## src/rtl/ram_burst_ctrl_pkg.sv

```systemverilog
// Shared types and default widths for the RAM burst initiator.
package ram_burst_pkg;

  localparam int unsigned ADD_WIDTH_DEF  = 8;
  localparam int unsigned DATA_WIDTH_DEF = 32;

  typedef enum logic [1:0] {
    IDLE  = 2'd0,
    WRITE = 2'd1,
    READ  = 2'd2,
    DONE  = 2'd3
  } state_e;

  typedef struct packed {
    logic                     write;
    logic [ADD_WIDTH_DEF-1:0] add;
    logic [ADD_WIDTH_DEF-1:0] len;
  } cmd_t;

endpackage

```

## src/rtl/ram_burst_ctrl_if.sv

```systemverilog
// Client command/stream handshakes plus the single-port RAM bus of ram_burst_ctrl.
interface ram_burst_ctrl_if
  import ram_burst_pkg::*;
#(
  parameter int unsigned add_width  = ADD_WIDTH_DEF,
  parameter int unsigned data_width = DATA_WIDTH_DEF
);

  logic                  Cmd_valid;
  logic                  Cmd_ready;
  logic                  Cmd_write;
  logic [add_width-1:0]  Cmd_add;
  logic [add_width-1:0]  Cmd_len;

  logic [data_width-1:0] Wr_data;
  logic                  Wr_valid;
  logic                  Wr_ready;

  logic [data_width-1:0] Rd_data;
  logic                  Rd_valid;
  logic                  Rd_ready;

  logic                  Done;

  logic                  Ram_write_enable;
  logic [add_width-1:0]  Ram_add;
  logic [data_width-1:0] Ram_data;
  logic [data_width-1:0] Ram_q;

  modport master (
    input  Cmd_valid, Cmd_write, Cmd_add, Cmd_len,
    input  Wr_data, Wr_valid, Rd_ready, Ram_q,
    output Cmd_ready, Wr_ready, Rd_data, Rd_valid, Done,
    output Ram_write_enable, Ram_add, Ram_data
  );

  modport slave (
    output Cmd_valid, Cmd_write, Cmd_add, Cmd_len,
    output Wr_data, Wr_valid, Rd_ready, Ram_q,
    input  Cmd_ready, Wr_ready, Rd_data, Rd_valid, Done,
    input  Ram_write_enable, Ram_add, Ram_data
  );

endinterface

```

## src/rtl/ram_burst_ctrl_rd_stage.sv

```systemverilog
// One-entry registered read output stage: captures a word on load and holds it until accepted.
module ram_burst_rd_stage
  import ram_burst_pkg::*;
#(
  parameter int unsigned data_width = DATA_WIDTH_DEF
) (
  input  logic                  Clk,
  input  logic                  Rst_n,
  input  logic                  load_i,
  input  logic [data_width-1:0] data_i,
  input  logic                  ready_i,
  output logic                  can_load_o,
  output logic [data_width-1:0] data_o,
  output logic                  valid_o
);

  logic [data_width-1:0] data_q;
  logic                  valid_q;

  always_ff @(posedge Clk or negedge Rst_n) begin
    if (!Rst_n) begin
      data_q  <= '0;
      valid_q <= 1'b0;
    end else if (load_i) begin
      data_q  <= data_i;
      valid_q <= 1'b1;
    end else if (ready_i) begin
      valid_q <= 1'b0;
    end
  end

  // Refill allowed in the same cycle the held word is consumed.
  assign can_load_o = !valid_q || ready_i;
  assign data_o     = data_q;
  assign valid_o    = valid_q;

endmodule

```

## src/rtl/ram_burst_ctrl.sv

```systemverilog
// Burst initiator for a single-port RAM with combinational read data.
// Optional XOR checksum output enabled by defining RAM_BURST_CHECKSUM_EN.
module ram_burst_ctrl
  import ram_burst_pkg::*;
#(
  parameter int unsigned add_width  = ADD_WIDTH_DEF,
  parameter int unsigned data_width = DATA_WIDTH_DEF
) (
  input  logic                  Clk,
  input  logic                  Rst_n,
  ram_burst_ctrl_if.master      bus
`ifdef RAM_BURST_CHECKSUM_EN
  ,
  output logic [data_width-1:0] Checksum
`endif
);

  state_e               state_q, state_d;
  logic [add_width-1:0] add_q, add_d;
  logic [add_width-1:0] count_q, count_d;
  logic                 fetched_q, fetched_d;

  cmd_t                  cmd;
  logic                  cmd_accept;
  logic                  wr_beat;
  logic                  rd_can_load;
  logic                  rd_load;
  logic                  rd_ready_eff;
  logic                  rd_take;
  logic [data_width-1:0] rd_data;
  logic                  rd_valid;

  assign cmd = '{write: bus.Cmd_write, add: bus.Cmd_add, len: bus.Cmd_len};

  assign cmd_accept   = (state_q == IDLE) && bus.Cmd_valid;
  assign wr_beat      = (state_q == WRITE) && bus.Wr_valid;
  assign rd_ready_eff = (state_q == READ) && bus.Rd_ready;
  assign rd_load      = (state_q == READ) && rd_can_load && !fetched_q;
  assign rd_take      = rd_valid && rd_ready_eff;

  always_comb begin
    state_d   = state_q;
    add_d     = add_q;
    count_d   = count_q;
    fetched_d = fetched_q;
    case (state_q)
      IDLE: begin
        if (cmd_accept) begin
          add_d     = cmd.add;
          count_d   = cmd.len;
          fetched_d = 1'b0;
          state_d   = cmd.write ? WRITE : READ;
        end
      end
      WRITE: begin
        if (wr_beat) begin
          add_d = add_q + add_width'(1);
          if (count_q == '0) state_d = DONE;
          else               count_d = count_q - add_width'(1);
        end
      end
      READ: begin
        // count tracks beats still to fetch; fetched marks the final load issued
        if (rd_load) begin
          add_d = add_q + add_width'(1);
          if (count_q == '0) fetched_d = 1'b1;
          else               count_d   = count_q - add_width'(1);
        end
        if (fetched_q && rd_take) state_d = DONE;
      end
      DONE:    state_d = IDLE;
      default: state_d = IDLE;
    endcase
  end

  always_ff @(posedge Clk or negedge Rst_n) begin
    if (!Rst_n) begin
      state_q   <= IDLE;
      add_q     <= '0;
      count_q   <= '0;
      fetched_q <= 1'b0;
    end else begin
      state_q   <= state_d;
      add_q     <= add_d;
      count_q   <= count_d;
      fetched_q <= fetched_d;
    end
  end

  ram_burst_rd_stage #(
    .data_width (data_width)
  ) u_rd_stage (
    .Clk        (Clk),
    .Rst_n      (Rst_n),
    .load_i     (rd_load),
    .data_i     (bus.Ram_q),
    .ready_i    (rd_ready_eff),
    .can_load_o (rd_can_load),
    .data_o     (rd_data),
    .valid_o    (rd_valid)
  );

  assign bus.Cmd_ready        = (state_q == IDLE);
  assign bus.Wr_ready         = (state_q == WRITE);
  assign bus.Done             = (state_q == DONE);
  assign bus.Ram_write_enable = wr_beat;
  assign bus.Ram_add          = add_q;
  assign bus.Ram_data         = bus.Wr_data;
  assign bus.Rd_data          = rd_data;
  assign bus.Rd_valid         = rd_valid;

`ifdef RAM_BURST_CHECKSUM_EN
  logic [data_width-1:0] csum_q;

  always_ff @(posedge Clk or negedge Rst_n) begin
    if (!Rst_n)          csum_q <= '0;
    else if (cmd_accept) csum_q <= '0;
    else if (wr_beat)    csum_q <= csum_q ^ bus.Wr_data;
    else if (rd_take)    csum_q <= csum_q ^ rd_data;
  end

  assign Checksum = csum_q;
`endif

endmodule

```

## src/flat_wrapper.sv

```systemverilog
// flat-port wrapper written by rule: the top's interface ports become plain ports
module ram_burst_ctrl_flat import ram_burst_pkg::*;
#(
  parameter int unsigned add_width  = ADD_WIDTH_DEF,
  parameter int unsigned data_width = DATA_WIDTH_DEF
)
  (Clk, Rst_n, bus_Cmd_valid, bus_Cmd_write, bus_Cmd_add, bus_Cmd_len, bus_Wr_data, bus_Wr_valid, bus_Rd_ready, bus_Ram_q, bus_Cmd_ready, bus_Wr_ready, bus_Rd_data, bus_Rd_valid, bus_Done, bus_Ram_write_enable, bus_Ram_add, bus_Ram_data);
  ram_burst_ctrl_if #(.add_width(add_width), .data_width(data_width)) bus_i ();
  input  logic Clk;
  input  logic Rst_n;
  input wire logic [$bits(bus_i.Cmd_valid)-1:0] bus_Cmd_valid;
  input wire logic [$bits(bus_i.Cmd_write)-1:0] bus_Cmd_write;
  input wire logic [$bits(bus_i.Cmd_add)-1:0] bus_Cmd_add;
  input wire logic [$bits(bus_i.Cmd_len)-1:0] bus_Cmd_len;
  input wire logic [$bits(bus_i.Wr_data)-1:0] bus_Wr_data;
  input wire logic [$bits(bus_i.Wr_valid)-1:0] bus_Wr_valid;
  input wire logic [$bits(bus_i.Rd_ready)-1:0] bus_Rd_ready;
  input wire logic [$bits(bus_i.Ram_q)-1:0] bus_Ram_q;
  output wire logic [$bits(bus_i.Cmd_ready)-1:0] bus_Cmd_ready;
  output wire logic [$bits(bus_i.Wr_ready)-1:0] bus_Wr_ready;
  output wire logic [$bits(bus_i.Rd_data)-1:0] bus_Rd_data;
  output wire logic [$bits(bus_i.Rd_valid)-1:0] bus_Rd_valid;
  output wire logic [$bits(bus_i.Done)-1:0] bus_Done;
  output wire logic [$bits(bus_i.Ram_write_enable)-1:0] bus_Ram_write_enable;
  output wire logic [$bits(bus_i.Ram_add)-1:0] bus_Ram_add;
  output wire logic [$bits(bus_i.Ram_data)-1:0] bus_Ram_data;
  assign bus_i.Cmd_valid = bus_Cmd_valid;
  assign bus_i.Cmd_write = bus_Cmd_write;
  assign bus_i.Cmd_add = bus_Cmd_add;
  assign bus_i.Cmd_len = bus_Cmd_len;
  assign bus_i.Wr_data = bus_Wr_data;
  assign bus_i.Wr_valid = bus_Wr_valid;
  assign bus_i.Rd_ready = bus_Rd_ready;
  assign bus_i.Ram_q = bus_Ram_q;
  assign bus_Cmd_ready = bus_i.Cmd_ready;
  assign bus_Wr_ready = bus_i.Wr_ready;
  assign bus_Rd_data = bus_i.Rd_data;
  assign bus_Rd_valid = bus_i.Rd_valid;
  assign bus_Done = bus_i.Done;
  assign bus_Ram_write_enable = bus_i.Ram_write_enable;
  assign bus_Ram_add = bus_i.Ram_add;
  assign bus_Ram_data = bus_i.Ram_data;
  ram_burst_ctrl #(.add_width(add_width), .data_width(data_width)) u_core (.Clk(Clk), .Rst_n(Rst_n), .bus(bus_i));
endmodule
```

## config.mk

```make
export PLATFORM = sky130hd
export DESIGN_NAME = ram_burst_ctrl_flat
export DESIGN_NICKNAME = d
export VERILOG_FILES = /design/src/rtl/ram_burst_ctrl_pkg.sv /design/src/rtl/ram_burst_ctrl_if.sv /design/src/rtl/ram_burst_ctrl_rd_stage.sv /design/src/rtl/ram_burst_ctrl.sv /design/src/flat_wrapper.sv
export SDC_FILE = /design/constraint.sdc
export NUM_CORES = 1
export LEC_CHECK = 0
export CORE_UTILIZATION = 40
export CTS_BUF_LIST = sky130_fd_sc_hd__clkbuf_4
export CTS_CLUSTER_SIZE = 24
export DETAILED_ROUTE_END_ITERATION = 12
export GPL_TIMING_DRIVEN = 0
export PLACE_DENSITY = 0.91
export SLEW_MARGIN = 20
export SYNTH_ARGS = -nofsm -noshare
export SYNTH_HDL_FRONTEND = slang
export SYNTH_HIERARCHICAL = 1
export SYNTH_SLANG_ARGS = --single-unit
```

## constraint.sdc

```tcl
create_clock -name Clk -period 2.92 [get_ports Clk]
set_input_delay 0.292 -clock Clk [delete_from_list [all_inputs] [get_ports Clk]]
set_output_delay 0.292 -clock Clk [all_outputs]
set_load 0.01 [all_outputs]
```

==> impl_metrics.json, run 1 <==
{
  "initial_core_util": 0.412,
  "cts.reportedPaths.clkPinSlew_ps": 150,
  "status": "complete, no violations",
  "synth.top_cell.area_share": 0.436,
  "num_vias": 2495,
  "worst_pin_slew_ps": 647,
  "drv_slew": 0,
  "synth_area_leader_cell": "dfrtp_1",
  "cp_cell_sequence": "inv_1 > ha_1 > and2_1 > nand2b_1 > nand2b_4 > a2111oi_4 > buf_4 > nand2_1 > a221o_1",
  "htree_levels": 2,
  "grt_max_degree": 53,
  "setup.worst_path.start_class": "register",
  "n_antenna_cell": 0,
  "holdWs_ps": 476,
  "grt_setup_unrepaired": "no",
  "skew_ps": 10.5,
  "dr.pass1.iters": 6,
  "cp_slowest_cell": "a2111oi_4",
  "critPathArrivalTime_ps": 2860,
  "fp.coreArea_um2": 7250,
  "dr.first_iter.drc_count": 132,
  "synth-edff-count": 0,
  "core.rowCount": 31,
  "peakVddDrop_mv": 0.449,
  "r2r_slack_ps": 320,
  "routabilityCongestion": 0.865,
  "ys_async_sr_fraction": 1.00,
  "fillerInstances": 567,
  "synth_seq_area_share": 0.436,
  "wl_per_cell_um": 15.3,
  "viasPerCell": 5.06,
  "powerDensity_nw_per_um2": 1070,
  "synth_area_leaders": "dfrtp_1 (44%), mux2_4 (15%), buf_4 (8.3%), ha_1 (2.9%), nand2_1 (2.3%)",
  "synth_fa_ha_area_frac": 0.0293,
  "die_height_um": 88.4,
  "crit_family": "compound AO/OA/AOI/OAI gates",
  "cap_violations": 0,
  "cp.buffers_inverters": 2,
  "dpl.hpwl_um": 5720,
  "critPathMaxFanout": 10,
  "grt_pass1_wl_um": 11700,
  "final_cells": 493,
  "drt_wl_total_um": 7530,
  "worst-setup-path-type": "reg -> reg",
  "yosys.area_share.simple": 0.129,
  "first_global_vias": 2454,
  "p_leak_nw": 1.94,
  "fin_crit_sh": 0.891,
  "cts-root-buf": "clkbuf_4",
  "dp_cells": 484,
  "r2r_cells": 9,
  "final_antenna_net_count": 0,
  "die_width_um": 88.4,
  "syn_area_um2": 2990,
  "drive_gt1_frac": 0.226,
  "synthFlopType": "dfrtp_1",
  "crit_path_end_kind": "register",
  "reg2reg_to": "u_core/count_q[3]",
  "synth_most_common_cell": "dfrtp_1",
  "io_buffers": 130,
  "top_level_ports": 163,
  "drcViolationCount": 0,
  "r2r-start": "u_core/state_q[0]",
  "synth_top_family_by_area": "multiplexers",
  "hold_path_class": "in -> async",
  "numCtsBuffers": 5,
  "min_period_ps": 2600,
  "avgSynthCellArea_um2": 11.7,
  "cts.path.max_buffers": 2,
  "synthMuxAreaShare": 0.177,
  "cts_tree": "done",
  "area_delta_synth_final_pct": 50.0,
  "synth_compound_area_frac": 0.102,
  "synth_nets": 348,
  "cts_resized": 0,
  "hold_viol_final": 0,
  "max_freq_ghz": 0.384,
  "clock_sinks": 52,
  "worstSkewPairLatency_ps": 370,
  "die-area_um2": 7820,
  "antenna_found_initial": 0,
  "relSlewSlack": 0.569,
  "crit_required_ps": 3180,
  "yosysWarnings": 6,
  "ys_types": 49,
  "max_stage_delay_ps": 510,
  "track_usage": 0.193,
  "synth_xor_area_frac": 0,
  "grt_overflow": 0,
  "nets": 486,
  "synth_common_cells": "dfrtp_1 (52), buf_4 (33), mux2_4 (29), nand2_1 (18), nor3_1 (11)",
  "synth-seq-cells": 52,
  "setup_violations": 0,
  "netlist_instances": 255
}
sequential cells by signal, indices dropped and copies added (netlist names):
name / count
u_core/fetched_q: 1
u_core/u_rd_stage/valid_o: 1
u_core/u_rd_stage/data_o: 32
u_core/count_q: 8
u_core/state_q: 2
u_core/bus.Ram_add: 8
report_power, final:
group | internal, mW | switching [mW] | leakage [nW]
Combinational | 1.73 | 1.35 | 1.29
Sequential | 1.10 | 0.289 | 0.612
Clock | 0.106 | 0.226 | 0.0319
logic make-up (layout without fill, tap and decap cells):
kind of cell | Yosys count | in the layout
and+or+nand+nor | 68 | 68
AOI/OAI and AO/OA | 40 | 40
muxes | 38 | 38
adders and majority gates | 7 | 7
buffers and inverters | 50 | 189
DFF | 52 | 52
how the worst max path moves through the flow:
stage	from	slack, ps	depth (start not counted)	to
2_1_floorplan	u_core/state_q[0]	660	9	u_core/count_q[2]
3_3_place_gp	Rst_n	-7	1	u_core/count_q[1]
3_5_place_dp	u_core/state_q[0]	350	9	u_core/count_q[3]
4_1_cts	u_core/state_q[0]	330	9	u_core/count_q[3]
5_1_grt	u_core/state_q[0]	120	9	u_core/count_q[3]
6_report	u_core/state_q[0]	320	9	u_core/count_q[3]
metrics by stage:
step	setup WS [ps]	instance area, um2	total power [mW]	util	setup TNS [ps]
after floorplan	662	2990	3.29	-	0
after global routing	119	4480	5.14	0.618	0
after detailed placement	346	4410	4.46	0.608	0
after global placement	-6.78	4410	4.33	0.608	-224
after CTS	327	4480	4.81	0.618	0
final	318	4480	4.80	0.618	0
repair_timing:
item | 4_1_cts | 5_1_grt
endpoints found under the hold margin | 52 | 0
setup buffers | 0 | 0
hold buffers | 1 | 0
setup endpoints to repair | 0 | 0
per-layer routing:
layer / vias up / wire [um] / track usage / share of wire
met4: 0 / 119 / 0.0616 / 0.016
met2: 161 / 3590 / 0.332 / 0.48
met5: - / 0 / 0 / 0
met1: 1173 / 3060 / 0.238 / 0.41
li1: 1148 / - / - / -
met3: 13 / 754 / 0.0448 / 0.10
area by class of cell:
class / count / area (um2) / share of cell area
Clock buffer: 6 / 45.0 / 0.0101
Tap cell: 99 / 124 / 0.0276
Inverter: 5 / 18.8 / 0.00419
Buffer: 45 / 359 / 0.0801
Timing Repair Buffer: 131 / 1310 / 0.292
Multi-Input combinational cell: 153 / 1310 / 0.292
Clock inverter: 2 / 16.3 / 0.00363
Sequential cell: 52 / 1300 / 0.290
layout by cell type, fill, tap and decap left out, types with 3 or more instances in the layout:
| cell | count |
|---|---|
| mux2_4 | 29 |
| nor2b_1 | 3 |
| a21oi_1 | 8 |
| buf_12 | 3 |
| clkdlybuf4s50_1 | 129 |
| nand2b_1 | 6 |
| o21ai_0 | 7 |
| and2_1 | 3 |
| clkbuf_1 | 4 |
| nand2_1 | 18 |
| nor3_1 | 11 |
| a221o_1 | 3 |
| inv_1 | 5 |
| dfrtp_1 | 52 |
| mux2i_1 | 6 |
| clkbuf_4 | 6 |
| buf_4 | 34 |
| nand3_1 | 5 |
| ha_1 | 7 |
| a31oi_1 | 3 |
| o22ai_1 | 4 |
| mux2_2 | 3 |
| nor4_1 | 3 |
| nor2_1 | 7 |
Power figures use the tool's default switching activity.
==> inputs of run 2 (changes only) <==
--- a/config.mk
+++ b/config.mk
@@ -9,9 +9,10 @@
 export CTS_BUF_LIST = sky130_fd_sc_hd__clkbuf_4
 export CTS_CLUSTER_SIZE = 24
 export DETAILED_ROUTE_END_ITERATION = 12
+export GPL_ROUTABILITY_DRIVEN = 0
 export GPL_TIMING_DRIVEN = 0
 export PLACE_DENSITY = 0.91
-export SLEW_MARGIN = 20
+export SLEW_MARGIN = 0
 export SYNTH_ARGS = -nofsm -noshare
 export SYNTH_HDL_FRONTEND = slang
 export SYNTH_HIERARCHICAL = 1
==> run 2 against run 1 <==
Combinational power about the same. First-iteration DRC count decreased by 48%. Flip-flop and latch count unchanged. Hold slack got worse by 1.9 ps. Core utilization increased by 0.24 points. Clock skew decreased by 5.9 ps. Total power about the same. Sequential share of layout area decreased by 0.11 points. Via count decreased by 0.68%. Setup slack got worse by 5.6 ps.
==> impl_metrics.json, run 2 (synthesis gave the netlist of run 1 again) <==
{
  "mostFrequentLayoutCell": "clkdlybuf4s50_1",
  "worst-setup-path-type": "reg -> reg",
  "p_leak_nw": 1.95,
  "cp.depth": 9,
  "hold_path_class": "in -> async",
  "comb_power_share": 0.643,
  "n_antenna_cell": 0,
  "core.rowCount": 31,
  "grt_pass1_wl_um": 11400,
  "critPathMaxFanout": 10,
  "top_level_ports": 163,
  "reg2reg_to": "u_core/count_q[3]",
  "peakVddDrop_mv": 0.491,
  "clkPwrFrac": 0.068,
  "initial_core_util": 0.412,
  "dr.first_iter.drc_count": 69,
  "num_vias": 2478,
  "cts.reportedPaths.clkPinSlew_ps": 150,
  "postPlaceCellArea_um2": 4430,
  "track_usage": 0.186,
  "grt_max_degree": 28,
  "wl_per_cell_um": 14.9,
  "switching_share": 0.388,
  "r2r_slack_ps": 310,
  "worst_pin_slew_ps": 624,
  "htree_levels": 2,
  "cts-root-buf": "clkbuf_4",
  "pwr-share-seq": 0.289,
  "drt_wl_total_um": 7390,
  "die_height_um": 88.4,
  "status": "complete, no violations",
  "holdWs_ps": 474,
  "nets": 487,
  "setup.worst_path.start_class": "register",
  "cap_violations": 0,
  "fin_crit_sh": 0.893,
  "cts.path.max_buffers": 2,
  "grt_overflow": 0,
  "numCtsBuffers": 5,
  "largest_reg_flops": 32,
  "dp_cells": 485,
  "crit_required_ps": 3170,
  "io_buffers": 130,
  "cp-endpoint": "u_core/count_q[3]",
  "dr.pass1.iters": 4,
  "fp.coreArea_um2": 7250,
  "skew_ps": 4.56,
  "die-area_um2": 7820,
  "cts_tree": "done",
  "critPathLaunch": "u_core/state_q[0]",
  "cellInternalPower_mw": 2.94,
  "min_period_ps": 2610,
  "viasPerCell": 5.02,
  "drv_slew": 0,
  "dpl.hpwl_um": 5850,
  "critPathArrivalTime_ps": 2860,
  "design_area_um2": 4500,
  "hold_viol_final": 0,
  "layout_common_cells": "clkdlybuf4s50_1 (129), dfrtp_1 (52), buf_4 (33), mux2_4 (29), nand2_1 (18)",
  "cp_slowest_cell": "a2111oi_4",
  "relSlewSlack": 0.584,
  "die_width_um": 88.4,
  "area_delta_synth_final_pct": 50.6,
  "antenna_found_initial": 0,
  "dpl_worst_slack_ps": 345,
  "cts_resized": 0,
  "p_sw_mw": 1.86,
  "clock_sinks": 52,
  "worstSkewPairLatency_ps": 350,
  "drive_gt1_frac": 0.228,
  "r2r_cells": 9,
  "cp.buffers_inverters": 2,
  "crit_path_end_kind": "register",
  "cp_cell_sequence": "inv_1 > ha_1 > and2_1 > nand2b_1 > nand2b_4 > a2111oi_4 > buf_4 > nand2_1 > a221o_1",
  "r2r-start": "u_core/state_q[0]",
  "crit_family": "compound AO/OA/AOI/OAI gates",
  "first_global_vias": 2413,
  "setup_violations": 0,
  "layout_setup_ws_ps": 313,
  "final_cells": 494,
  "grt_setup_unrepaired": "no",
  "max_stage_delay_ps": 510,
  "drcViolationCount": 0,
  "powerDensity_nw_per_um2": 1070,
  "final_antenna_net_count": 0,
  "max_freq_ghz": 0.384
}
run 2: worst min path at each step:
| stage | cells after the start | slack, ps | to | startpoint |
|---|---|---|---|---|
| floorplan | 0 | -4 | u_core/bus.Ram_add[0] | Rst_n |
| global placement | 1 | 490 | u_core/u_rd_stage/data_o[5] | u_core/u_rd_stage/data_o[5] |
| detailed placement | 1 | 340 | u_core/u_rd_stage/data_o[10] | Rst_n |
| CTS | 2 | 470 | u_core/fetched_q | Rst_n |
| global route | 2 | 490 | u_core/count_q[2] | bus_Cmd_len[2] |
| finish | 2 | 470 | u_core/u_rd_stage/data_o[10] | Rst_n |
run 2: what timing repair did:
item,in CTS,in global routing
buffers inserted,0,0
hold buffers,1,0
endpoints found under the hold margin,26,0
run 2: power by group through the flow:
stage / clock network (mW) / logic, mW / registers, mW
6_report: 0.325 / 3.09 / 1.39
5_1_grt: 0.371 / 3.33 / 1.44
4_1_cts: 0.341 / 3.08 / 1.39
3_5_place_dp: 0 / 3.07 / 1.40
3_3_place_gp: 0 / 2.96 / 1.37
2_1_floorplan: 0 / 1.80 / 1.49
run 2: metrics by stage:
stage,power (mW),utilization,TNS (ps)
6_report,4.80,0.620,0
5_1_grt,5.14,0.620,0
4_1_cts,4.81,0.620,0
3_5_place_dp,4.47,0.610,0
3_3_place_gp,4.33,0.608,-224
2_1_floorplan,3.29,-,0
run 2: worst register-to-register path, delay by kind of cell, from the launching register on:
kind            cells  cell delay, ps
buf+inv             2             380
compound gates      2             810
fa+ha+maj           1             340
flops               1             430
simple gates        4             540
run 2: per-layer routing:
metal	track usage	vias to the layer above	part of all wire
met5	0	-	0
met1	0.247	1162	0.42
met4	0.0323	0	0.0037
met3	0.0429	6	0.097
met2	0.315	156	0.48
li1	-	1154	-
run 2: final cells by class:
class                           count  area (um2)
Tap cell                           99         124
Buffer                             45         359
Clock buffer                        6        45.0
Multi-Input combinational cell    153        1310
Sequential cell                    52        1300
Clock inverter                      2        16.3
Inverter                            5        18.8
Fill cell                         570        2760
Timing Repair Buffer              132        1330
